## config.mk

```make
export PLATFORM = sky130hd
export DESIGN_NAME = adc_capture_sequencer_flat
export DESIGN_NICKNAME = d
export VERILOG_FILES = /design/src/rtl/adc_capture_sequencer_pkg.sv /design/src/rtl/adc_capture_sequencer_if.sv /design/src/rtl/adc_seq_counter.sv /design/src/rtl/adc_capture_sequencer.sv /design/src/flat_wrapper.sv
export SDC_FILE = /design/constraint.sdc
export NUM_CORES = 1
export LEC_CHECK = 0
export ABC_AREA = 1
export CAP_MARGIN = 10
export CORE_MARGIN = 8
export CORE_UTILIZATION = 38
export DETAILED_ROUTE_END_ITERATION = 6
export PLACE_DENSITY = 0.54
export SYNTH_ARGS = -nofsm -noshare
export SYNTH_HDL_FRONTEND = slang
export SYNTH_SLANG_ARGS = --single-unit
```

## constraint.sdc

```tcl
create_clock -name clk -period 5.9 [get_ports clk]
set_input_delay 0.59 -clock clk [delete_from_list [all_inputs] [get_ports clk]]
set_output_delay 0.59 -clock clk [all_outputs]
set_load 0.05 [all_outputs]
```

## src/rtl/adc_capture_sequencer_pkg.sv

```systemverilog
// Shared types and constants for the ADC capture sequencer: state encoding,
// GPIO control bit positions and default counter widths.
package adc_capture_sequencer_pkg;

  localparam int ADC_SEQ_CNT_W = 32;
  localparam int ADC_SEQ_LEN_W = 16;
  localparam int ADC_SEQ_REP_W = 16;

  // Bit positions of the sequencer controls within the rfsoc_ctrl GPIO word
  localparam int adc_seq_arm       = 0;
  localparam int adc_seq_abort     = 1;
  localparam int adc_seq_retrigger = 2;

  typedef enum logic [2:0] {
    ST_IDLE,
    ST_ARMED,
    ST_DELAY,
    ST_CAPTURE,
    ST_GAP,
    ST_READOUT,
    ST_FLUSH
  } adc_seq_state_t;

endpackage

```

## src/rtl/adc_capture_sequencer_if.sv

```systemverilog
// Command, config, FIFO-status and gating signals between the GPIO decode /
// adc_driver side (master) and the capture sequencer (slave).
interface adc_capture_sequencer_if
  import adc_capture_sequencer_pkg::*;
#(
  parameter int CNT_W = ADC_SEQ_CNT_W,
  parameter int LEN_W = ADC_SEQ_LEN_W,
  parameter int REP_W = ADC_SEQ_REP_W
) ();

  logic             arm;
  logic             abort;
  logic             trigger;
  logic [CNT_W-1:0] cfg_delay;
  logic [LEN_W-1:0] cfg_length;
  logic [REP_W-1:0] cfg_repeats;
  logic             cfg_retrigger;
  logic             s_valid;
  logic             fifo_full;
  logic             fifo_empty;

  logic             capture_en;
  logic             readout_en;
  logic             flush;
  logic             busy;
  logic             done;
  logic             overflow;
  logic             cfg_err;
  logic [REP_W-1:0] window_idx;

  modport master (
    output arm, abort, trigger, cfg_delay, cfg_length, cfg_repeats, cfg_retrigger,
    output s_valid, fifo_full, fifo_empty,
    input  capture_en, readout_en, flush, busy, done, overflow, cfg_err, window_idx
  );

  modport slave (
    input  arm, abort, trigger, cfg_delay, cfg_length, cfg_repeats, cfg_retrigger,
    input  s_valid, fifo_full, fifo_empty,
    output capture_en, readout_en, flush, busy, done, overflow, cfg_err, window_idx
  );

endinterface

```

## src/rtl/adc_seq_counter.sv

```systemverilog
// Loadable down-counter with zero flag; used for the trigger delay and the
// inter-window gap. Holds at zero rather than wrapping.
module adc_seq_counter #(
  parameter int W = 32
) (
  input  logic         clk,
  input  logic         rst,
  input  logic         load_i,
  input  logic [W-1:0] load_val_i,
  input  logic         dec_i,
  output logic         zero_o
);

  logic [W-1:0] cnt_q;
  logic [W-1:0] cnt_d;

  always_comb begin
    cnt_d = cnt_q;
    if (load_i) begin
      cnt_d = load_val_i;
    end else if (dec_i && (cnt_q != '0)) begin
      cnt_d = cnt_q - W'(1);
    end
  end

  always_ff @(posedge clk) begin
    if (rst) begin
      cnt_q <= '0;
    end else begin
      cnt_q <= cnt_d;
    end
  end

  assign zero_o = (cnt_q == '0);

endmodule

```

## src/rtl/adc_capture_sequencer.sv

```systemverilog
// Arms on GPIO command, waits for trigger edges and gates fixed-length ADC
// windows into the storage FIFO, then enables PS readout or flushes on abort.
module adc_capture_sequencer
  import adc_capture_sequencer_pkg::*;
#(
  parameter int CNT_W = ADC_SEQ_CNT_W,
  parameter int LEN_W = ADC_SEQ_LEN_W,
  parameter int REP_W = ADC_SEQ_REP_W
) (
  input logic                    clk,
  input logic                    rst,
  adc_capture_sequencer_if.slave bus
);

  adc_seq_state_t   state_q, state_d;
  logic             trig_q;
  logic [CNT_W-1:0] delay_q, delay_d;
  logic [LEN_W-1:0] len_q, len_d;
  logic [REP_W-1:0] rep_last_q, rep_last_d;
  logic             retrig_q, retrig_d;
  logic [LEN_W-1:0] word_cnt_q, word_cnt_d;
  logic [REP_W-1:0] window_idx_q, window_idx_d;
  logic             overflow_q, overflow_d;
  logic             cfg_err_q, cfg_err_d;
  logic             done_q, done_d;

  logic             trig_rise;
  logic             cnt_load;
  logic [CNT_W-1:0] cnt_load_val;
  logic             cnt_dec;
  logic             cnt_zero;

  assign trig_rise = bus.trigger & ~trig_q;
  assign cnt_dec   = (state_q == ST_DELAY) || (state_q == ST_GAP);

  adc_seq_counter #(.W(CNT_W)) u_gap_cnt (
    .clk        (clk),
    .rst        (rst),
    .load_i     (cnt_load),
    .load_val_i (cnt_load_val),
    .dec_i      (cnt_dec),
    .zero_o     (cnt_zero)
  );

  always_comb begin
    state_d      = state_q;
    delay_d      = delay_q;
    len_d        = len_q;
    rep_last_d   = rep_last_q;
    retrig_d     = retrig_q;
    word_cnt_d   = word_cnt_q;
    window_idx_d = window_idx_q;
    overflow_d   = overflow_q;
    cfg_err_d    = cfg_err_q;
    done_d       = 1'b0;
    cnt_load     = 1'b0;
    // The counter is loaded with delay-1 so that capture starts delay cycles after the edge cycle
    cnt_load_val = delay_q - CNT_W'(1);

    if (bus.abort && ((state_q != ST_IDLE) || !bus.fifo_empty)) begin
      state_d    = ST_FLUSH;
      word_cnt_d = '0;
    end else begin
      case (state_q)
        ST_IDLE: begin
          if (bus.arm && !bus.abort) begin
            if (bus.cfg_length == '0) begin
              cfg_err_d = 1'b1;
            end else begin
              state_d      = ST_ARMED;
              delay_d      = bus.cfg_delay;
              len_d        = bus.cfg_length;
              rep_last_d   = (bus.cfg_repeats == '0) ? '0 : bus.cfg_repeats - REP_W'(1);
              retrig_d     = bus.cfg_retrigger;
              overflow_d   = 1'b0;
              cfg_err_d    = 1'b0;
              window_idx_d = '0;
              word_cnt_d   = '0;
            end
          end
        end
        ST_ARMED: begin
          if (trig_rise) begin
            if (delay_q == '0) begin
              state_d = ST_CAPTURE;
            end else begin
              state_d  = ST_DELAY;
              cnt_load = 1'b1;
            end
          end
        end
        ST_DELAY, ST_GAP: begin
          if (cnt_zero) begin
            state_d = ST_CAPTURE;
          end
        end
        ST_CAPTURE: begin
          // Words hitting a full FIFO are dropped but still counted, keeping window time fixed
          if (bus.s_valid) begin
            if (bus.fifo_full) begin
              overflow_d = 1'b1;
            end
            if (word_cnt_q == (len_q - LEN_W'(1))) begin
              word_cnt_d = '0;
              if (window_idx_q == rep_last_q) begin
                state_d = ST_READOUT;
              end else begin
                window_idx_d = window_idx_q + REP_W'(1);
                if (retrig_q) begin
                  state_d = ST_ARMED;
                end else if (delay_q == '0) begin
                  state_d = ST_CAPTURE;
                end else begin
                  state_d  = ST_GAP;
                  cnt_load = 1'b1;
                end
              end
            end else begin
              word_cnt_d = word_cnt_q + LEN_W'(1);
            end
          end
        end
        ST_READOUT: begin
          if (bus.fifo_empty) begin
            state_d = ST_IDLE;
            done_d  = 1'b1;
          end
        end
        ST_FLUSH: begin
          if (bus.fifo_empty) begin
            state_d = ST_IDLE;
          end
        end
        default: begin
          state_d = ST_IDLE;
        end
      endcase
    end
  end

  always_ff @(posedge clk) begin
    if (rst) begin
      state_q      <= ST_IDLE;
      trig_q       <= 1'b0;
      delay_q      <= '0;
      len_q        <= '0;
      rep_last_q   <= '0;
      retrig_q     <= 1'b0;
      word_cnt_q   <= '0;
      window_idx_q <= '0;
      overflow_q   <= 1'b0;
      cfg_err_q    <= 1'b0;
      done_q       <= 1'b0;
    end else begin
      state_q      <= state_d;
      trig_q       <= bus.trigger;
      delay_q      <= delay_d;
      len_q        <= len_d;
      rep_last_q   <= rep_last_d;
      retrig_q     <= retrig_d;
      word_cnt_q   <= word_cnt_d;
      window_idx_q <= window_idx_d;
      overflow_q   <= overflow_d;
      cfg_err_q    <= cfg_err_d;
      done_q       <= done_d;
    end
  end

  assign bus.capture_en = (state_q == ST_CAPTURE);
  assign bus.readout_en = (state_q == ST_READOUT);
  assign bus.flush      = (state_q == ST_FLUSH);
  assign bus.busy       = (state_q != ST_IDLE);
  assign bus.done       = done_q;
  assign bus.overflow   = overflow_q;
  assign bus.cfg_err    = cfg_err_q;
  assign bus.window_idx = window_idx_q;

endmodule

```

## src/flat_wrapper.sv

```systemverilog
// flat-port wrapper written by rule: the top's interface ports become plain ports
module adc_capture_sequencer_flat import adc_capture_sequencer_pkg::*;
#(
  parameter int CNT_W = ADC_SEQ_CNT_W,
  parameter int LEN_W = ADC_SEQ_LEN_W,
  parameter int REP_W = ADC_SEQ_REP_W
)
  (clk, rst, bus_arm, bus_abort, bus_trigger, bus_cfg_delay, bus_cfg_length, bus_cfg_repeats, bus_cfg_retrigger, bus_s_valid, bus_fifo_full, bus_fifo_empty, bus_capture_en, bus_readout_en, bus_flush, bus_busy, bus_done, bus_overflow, bus_cfg_err, bus_window_idx);
  adc_capture_sequencer_if #(.CNT_W(CNT_W), .LEN_W(LEN_W), .REP_W(REP_W)) bus_i ();
  input logic clk;
  input logic rst;
  input wire logic [$bits(bus_i.arm)-1:0] bus_arm;
  input wire logic [$bits(bus_i.abort)-1:0] bus_abort;
  input wire logic [$bits(bus_i.trigger)-1:0] bus_trigger;
  input wire logic [$bits(bus_i.cfg_delay)-1:0] bus_cfg_delay;
  input wire logic [$bits(bus_i.cfg_length)-1:0] bus_cfg_length;
  input wire logic [$bits(bus_i.cfg_repeats)-1:0] bus_cfg_repeats;
  input wire logic [$bits(bus_i.cfg_retrigger)-1:0] bus_cfg_retrigger;
  input wire logic [$bits(bus_i.s_valid)-1:0] bus_s_valid;
  input wire logic [$bits(bus_i.fifo_full)-1:0] bus_fifo_full;
  input wire logic [$bits(bus_i.fifo_empty)-1:0] bus_fifo_empty;
  output wire logic [$bits(bus_i.capture_en)-1:0] bus_capture_en;
  output wire logic [$bits(bus_i.readout_en)-1:0] bus_readout_en;
  output wire logic [$bits(bus_i.flush)-1:0] bus_flush;
  output wire logic [$bits(bus_i.busy)-1:0] bus_busy;
  output wire logic [$bits(bus_i.done)-1:0] bus_done;
  output wire logic [$bits(bus_i.overflow)-1:0] bus_overflow;
  output wire logic [$bits(bus_i.cfg_err)-1:0] bus_cfg_err;
  output wire logic [$bits(bus_i.window_idx)-1:0] bus_window_idx;
  assign bus_i.arm = bus_arm;
  assign bus_i.abort = bus_abort;
  assign bus_i.trigger = bus_trigger;
  assign bus_i.cfg_delay = bus_cfg_delay;
  assign bus_i.cfg_length = bus_cfg_length;
  assign bus_i.cfg_repeats = bus_cfg_repeats;
  assign bus_i.cfg_retrigger = bus_cfg_retrigger;
  assign bus_i.s_valid = bus_s_valid;
  assign bus_i.fifo_full = bus_fifo_full;
  assign bus_i.fifo_empty = bus_fifo_empty;
  assign bus_capture_en = bus_i.capture_en;
  assign bus_readout_en = bus_i.readout_en;
  assign bus_flush = bus_i.flush;
  assign bus_busy = bus_i.busy;
  assign bus_done = bus_i.done;
  assign bus_overflow = bus_i.overflow;
  assign bus_cfg_err = bus_i.cfg_err;
  assign bus_window_idx = bus_i.window_idx;
  adc_capture_sequencer #(.CNT_W(CNT_W), .LEN_W(LEN_W), .REP_W(REP_W)) u_core (.clk(clk), .rst(rst), .bus(bus_i));
endmodule
```

## After elaboration in Yosys (flattened, before gate mapping)

Index checks and enable logic that the tools add are counted.
W data, S select, Z words.

- Input port bits: 73
- Flip-flop bits (word level): 136
- Output and inout port bits: 23

- Bitwise operators: 5
- $add $sub $neg: 6
- Multiplexer cells: 40
- Eq/ne operators: 24
- Reductions and logical operators: 27

Operators with widths:

| cell | number |
|---|---|
| $mux W16 | 8 |
| $logic_not A32 Y1 | 2 |
| $mux W32 | 2 |
| $pmux W16 S2 | 2 |
| $sub A32 B1 Y32 const B | 2 |
| $mux W3 | 11 |
| $add A16 B1 Y16 const B | 2 |
| $eq A16 B16 Y1 | 2 |
| $logic_not A16 Y1 | 2 |
| $reduce_bool A32 Y1 | 1 |
| $sub A16 B1 Y16 const B | 2 |
| $reduce_and A7 Y1 | 3 |
| $ne A3 B1 Y1 const B | 5 |
| $pmux W3 S5 | 1 |
| $mux W1 | 14 |
| $ne A2 B1 Y1 const B | 5 |
| $eq A3 B3 Y1 const B | 3 |
| $ne A2 B2 Y1 const B | 4 |
| $reduce_and A4 Y1 | 2 |
| $eq A3 B2 Y1 const B | 2 |
| $ne A3 B2 Y1 const B | 2 |
| $reduce_and A6 Y1 | 1 |
| $reduce_or A2 Y1 | 3 |
| $not A1 Y1 | 4 |
| other kinds (11) | 17 |

## Longest topological paths before layout

- Word-level depth: 9
- Mapped depth: 27
- Mapped depth without buffers: 26

## By module

A second synthesis with hierarchy kept.

- Cell total of the unflattened synthesis: 1369
- Area total of the unflattened synthesis: 8748.4 µm²

By module, submodules not included:

| module | area an instance (µm²) | cells an instance | times used |
|---|---|---|---|
| adc_capture_sequencer | 6336.1 | 943 | 1 |
| adc_seq_counter | 2412.3 | 426 | 1 |

## Worst setup path after synthesis

No wires, ideal clock.

- Kind: register -> register
- Start: register u_core.state_q[0]
- End: register u_core.u_gap_cnt.cnt_q[18]
- Required time: 5791 ps
- Arrival time: 2819 ps
- Cell stages (with the launch flop): 21
- Setup time: 109 ps
- Path slack: 2972 ps
- Cell sequence: dfxtp_1 > inv_2 > nor3_4 > nand2_2 > nor2_1 > nand2_1 > nor2_2 > nand3_2 > nand2_4 > nand2_4 > o21ai_2 > ha_1 > nand2_1 > nor2_4 > nand2_2 > nor2_4 > inv_1 > o21bai_1 > nand3_1 > nand2_1 > inv_1

RTL lines:

| item | RTL line | source |
|---|---|---|
| start: declaration | adc_capture_sequencer.sv:15 | `adc_seq_state_t state_q, state_d;` |
| start signal: assignment | adc_capture_sequencer.sv:155 | `state_q <= state_d;` |
| $eq A3 B2 Y1 (*) | - |  |
| net bus_capture_en | flat_wrapper.sv:22 | `output wire logic [$bits(bus_i.capture_en)-1:0] bus_capture_en;` |
| $pmux W1 S2 (*) | adc_capture_sequencer.sv:64 | `case (state_q)` |
| $mux W1 (*) | adc_capture_sequencer.sv:60 | `if (bus.abort && ((state_q != ST_IDLE) \|\| !bus.fifo_empty)) begin` |
| $mux W32 or $reduce_bool A2 Y1 (tied branches) | - |  |
| end signal: assignment | adc_seq_counter.sv:30 | `cnt_q <= cnt_d;` |
| end: declaration | adc_seq_counter.sv:14 | `logic [W-1:0] cnt_q;` |

The timed path passes the listed nets; every way through them passes the cells marked *.
A chain may end at the register's enable or synchronous reset.

## Worst setup path in the final report

- Start: register u_core.len_q[0]
- End: register u_core.u_gap_cnt.cnt_q[4]

- Longest elaborated chain between the ends: 7

RTL lines:

| item | RTL line | source |
|---|---|---|
| start: declaration | adc_capture_sequencer.sv:18 | `logic [LEN_W-1:0] len_q, len_d;` |
| start signal: assignment | adc_capture_sequencer.sv:158 | `len_q <= len_d;` |
| $sub A16 B1 Y16 (*) | adc_capture_sequencer.sv:103 | `if (word_cnt_q == (len_q - LEN_W'(1))) begin` |
| $eq A16 B16 Y1 (*) | adc_capture_sequencer.sv:103 |  |
| $mux W1 (*) | adc_capture_sequencer.sv:103 |  |
| $mux W1 (*) | adc_capture_sequencer.sv:99 | `if (bus.s_valid) begin` |
| $pmux W1 S2 (*) | adc_capture_sequencer.sv:64 |  |
| $mux W1 (*) | adc_capture_sequencer.sv:60 |  |
| $mux W32 or $reduce_bool A2 Y1 (tied branches) | - |  |

Every way passes the cells marked *; elsewhere a longest branch is shown, timed or not.

==> impl_metrics.yaml <==
clocking:
  clk-insertion-delay-late_ns: 0.43
  cts-root-buf: "clkbuf_16"
  cts_made_buffers: 17
  post_cts.repair.setup_buffers: 0
  path_clk_slew_ns: 0.06
  holdBufCountCts: 0
  clkSinkCount: 136
  clockBufferDepth: 2
  cts.repair.resized: 0
  cts_max_level: 4
  tritoncts: "yes"
die:
  fp.dieArea_sq_mm: 0.02636
  start_util: 0.3872
  fp.dieW_microns: 162.4
  num_io_pins: 96
  die_y_microns: 162.4
  fp.coreArea_sq_mm: 0.02102
  row_count: 53
logic_synthesis:
  yosysWarnings: 0
  synth-async-reset-ratio: 0
  synth_area_leaders: "dfxtp_1 (33%), nand2_1 (12%), inv_1 (8.0%), nor2_1 (6.4%), o21ai_0 (5.7%)"
  synthesis.nets: 1324
  netlist_area_sq_mm: 0.008140
  yosysTopAreaCell: "dfxtp_1"
  synth-seq-area-share: 0.3345
  synth_edf_count: 0
  yosys_most_used_dff: "dfxtp_1"
  synthTopCellsByCount: "nand2_1 (268), inv_1 (174), nor2_1 (139), dfxtp_1 (136), o21ai_0 (93)"
  synth.most_common_cell: "nand2_1"
  netlist.area_leader.share: 0.3345
  synth.distinct_cells: 48
  ys_seq_elements: 136
  syn_avg_cell_area_sq_um: 6.533
  syn_inst: 1246
worst_setup_path:
  cp.arrival_ns: 4.15
  required_ns: 6.21
  cp-end-kind: "register"
  critPathKind: "reg -> reg"
  critPathLaunchType: "register"
  path_max_fanout: 51
final_layout:
  nets: 1405
  stdcell_area_sq_mm: 0.009886
  fin_cells: 1615
  drive_above_1_share: 0.08881
  utilization: 0.4703
  fillers: 2151
  area_delta_synth_final_pct: 21.44
  antennaDiodeCount: 0
global_route:
  grt_pass1_wl_microns: 38360
  grt_max_degree: 61
  grt_usage: 0.1799
  antenna_found_initial: 0
  gr-total-overflow: 0
  grt_pass1_vias: 7590
route:
  antenna_left: 0
  via_count: 7907
  via_per_inst: 4.896
  dr_wl_met2_microns: 9512
  top_layer: "met4"
  drt_iter0_markers: 502
  wl_met1_microns: 11820
  drc_errors: 0
  wl_met3_microns: 1405
  finalWirelength_microns: 23130
  wl_per_cell_microns: 14.32
  dr.pass1.iters: 5
placement:
  place_worst_setup_slack_ns: 2.113
  gp_congestion: 0.9041
  hpwl_microns: 17580
  place_area_sq_mm: 0.009308
  dp.cells: 1583
  port_buffers: 95
timing:
  finalHoldViolCount: 0
  final-setup-viol-count: 0
  rsz0062_at_grt: "false"
  maxSlewViolCount: 0
  min_period_ns: 3.835
  finalCritPeriodShare: 0.6499
  skew_ns: 0.01357
  slew-limit-headroom: 0.2930
  timing.fmax_ghz: 0.2608
  fin_setup_tns_ns: 0
  worst_slew_pin_slew_ns: 1.059
  hold_ws_ns: 0.4706
  worst_slack_ns: 2.065
pwr:
  swShare: 0.4844
  irDropWorstVdd_uv: 197.1
  cellPowerDensity_mw_per_mm2: 537.8
  seqPwrFrac: 0.270
  p_int_mw: 2.741
  clkPwrFrac: 0.199
  switching_power_mw: 2.575
  p_total_mw: 5.316
  comb_power_share: 0.532
  power.leakage_nw: 4.414
min_path:
  hold_path_class: "reg -> reg"
run_status:
  status: "finished, final reports clean"
run:
  maxCapViolations: 0
==> critical path: stages, from the launching register on <==
cell,delay (ns)
dfxtp_1,0.34
inv_2,0.09
ha_1,0.20
nand3_2,0.14
nor2_4,0.19
nand3_1,0.09
nand2_1,0.07
nand2_1,0.05
nor2_1,0.09
nand2_1,0.07
nor2_2,0.13
nand3_2,0.10
nand2_4,0.24
nand2_4,0.37
inv_2,0.16
nor2_1,0.05
buf_4,0.21
inv_2,0.63
o21ai_0,0.20
o221ai_1,0.19
inv_1,0.06
==> power groups by stage <==
stage / combinational (mW) / clock, mW / sequential, mW
floorplan: 2.14 / 0 / 1.43
global placement: 2.80 / 0 / 1.45
detailed placement: 2.82 / 0 / 1.45
CTS: 2.83 / 1.08 / 1.43
global route: 3.21 / 1.12 / 1.47
finish: 2.83 / 1.06 / 1.43
==> layout by cell type (no fill, tap or decap), drive strengths merged, types with 7 or more instances in the layout <==
cell and instances:
nand2 289, inv 191, nor2 167, dfxtp 136, o21ai 111, clkdlybuf4s50 95, nand3 93, a21oi 64
xor2 32, nor3 22, nand4 18, clkbuf 18, xnor2 15, nor4 14, o21bai 8, a31oi 7
nor3b 7
==> area by class of cell <==
type / instances / area (sq um) / share of cell area
clock buffer: 18 / 439.2 / 0.04442
clock inverter: 14 / 138.9 / 0.01405
inverter: 185 / 694.4 / 0.07024
multi-input combinational: 886 / 4551 / 0.4603
sequential: 136 / 2723 / 0.2754
tap: 275 / 344.1 / 0.03481
timing repair buffer: 101 / 996.0 / 0.1007
==> kinds of logic (layout without fill, tap and decap cells) <==
kind of cell / after synthesis / after routing / synth area share
fa+ha+maj: 5 / 5 / 0.007685
buf+inv: 224 / 318 / 0.1085
simple gates: 621 / 621 / 0.3518
compound gates: 213 / 213 / 0.1469
xor+xnor: 47 / 47 / 0.05057
flops: 136 / 136 / 0.3345
==> state kept, by name, summed over array words and instances, names as in the netlist <==
signal and count:
u_core.delay_q 32, u_core.u_gap_cnt.cnt_q 32, u_core.bus.window_idx 16, u_core.len_q 16
u_core.rep_last_q 16, u_core.word_cnt_q 16, u_core.state_q 3, u_core.bus.cfg_err 1
u_core.bus.done 1, u_core.bus.overflow 1, u_core.retrig_q 1, u_core.trig_q 1
==> metal layers <==
layer	track usage	up-vias
met5	0	-
met4	0.05850	0
met3	0.04019	30
met2	0.2627	199
met1	0.2561	3503
li1	-	4175
==> final timing paths <==
| path | cells after the start | endpoint | slack, ns | start |
|---|---|---|---|---|
| hold / removal | 2 | u_core.rep_last_q[12]$_SDFFE_PP0P_ | 0.47 | u_core.rep_last_q[12]$_SDFFE_PP0P_ |
| setup / recovery | 20 | u_core.u_gap_cnt.cnt_q[4]$_SDFFE_PP0P_ | 2.07 | u_core.len_q[0]$_SDFFE_PP0P_ |
| hold reg to reg | 2 | u_core.rep_last_q[12]$_SDFFE_PP0P_ | 0.47 | u_core.rep_last_q[12]$_SDFFE_PP0P_ |
| setup reg to reg | 20 | u_core.u_gap_cnt.cnt_q[4]$_SDFFE_PP0P_ | 2.07 | u_core.len_q[0]$_SDFFE_PP0P_ |
(Power assumes the default switching activity.)
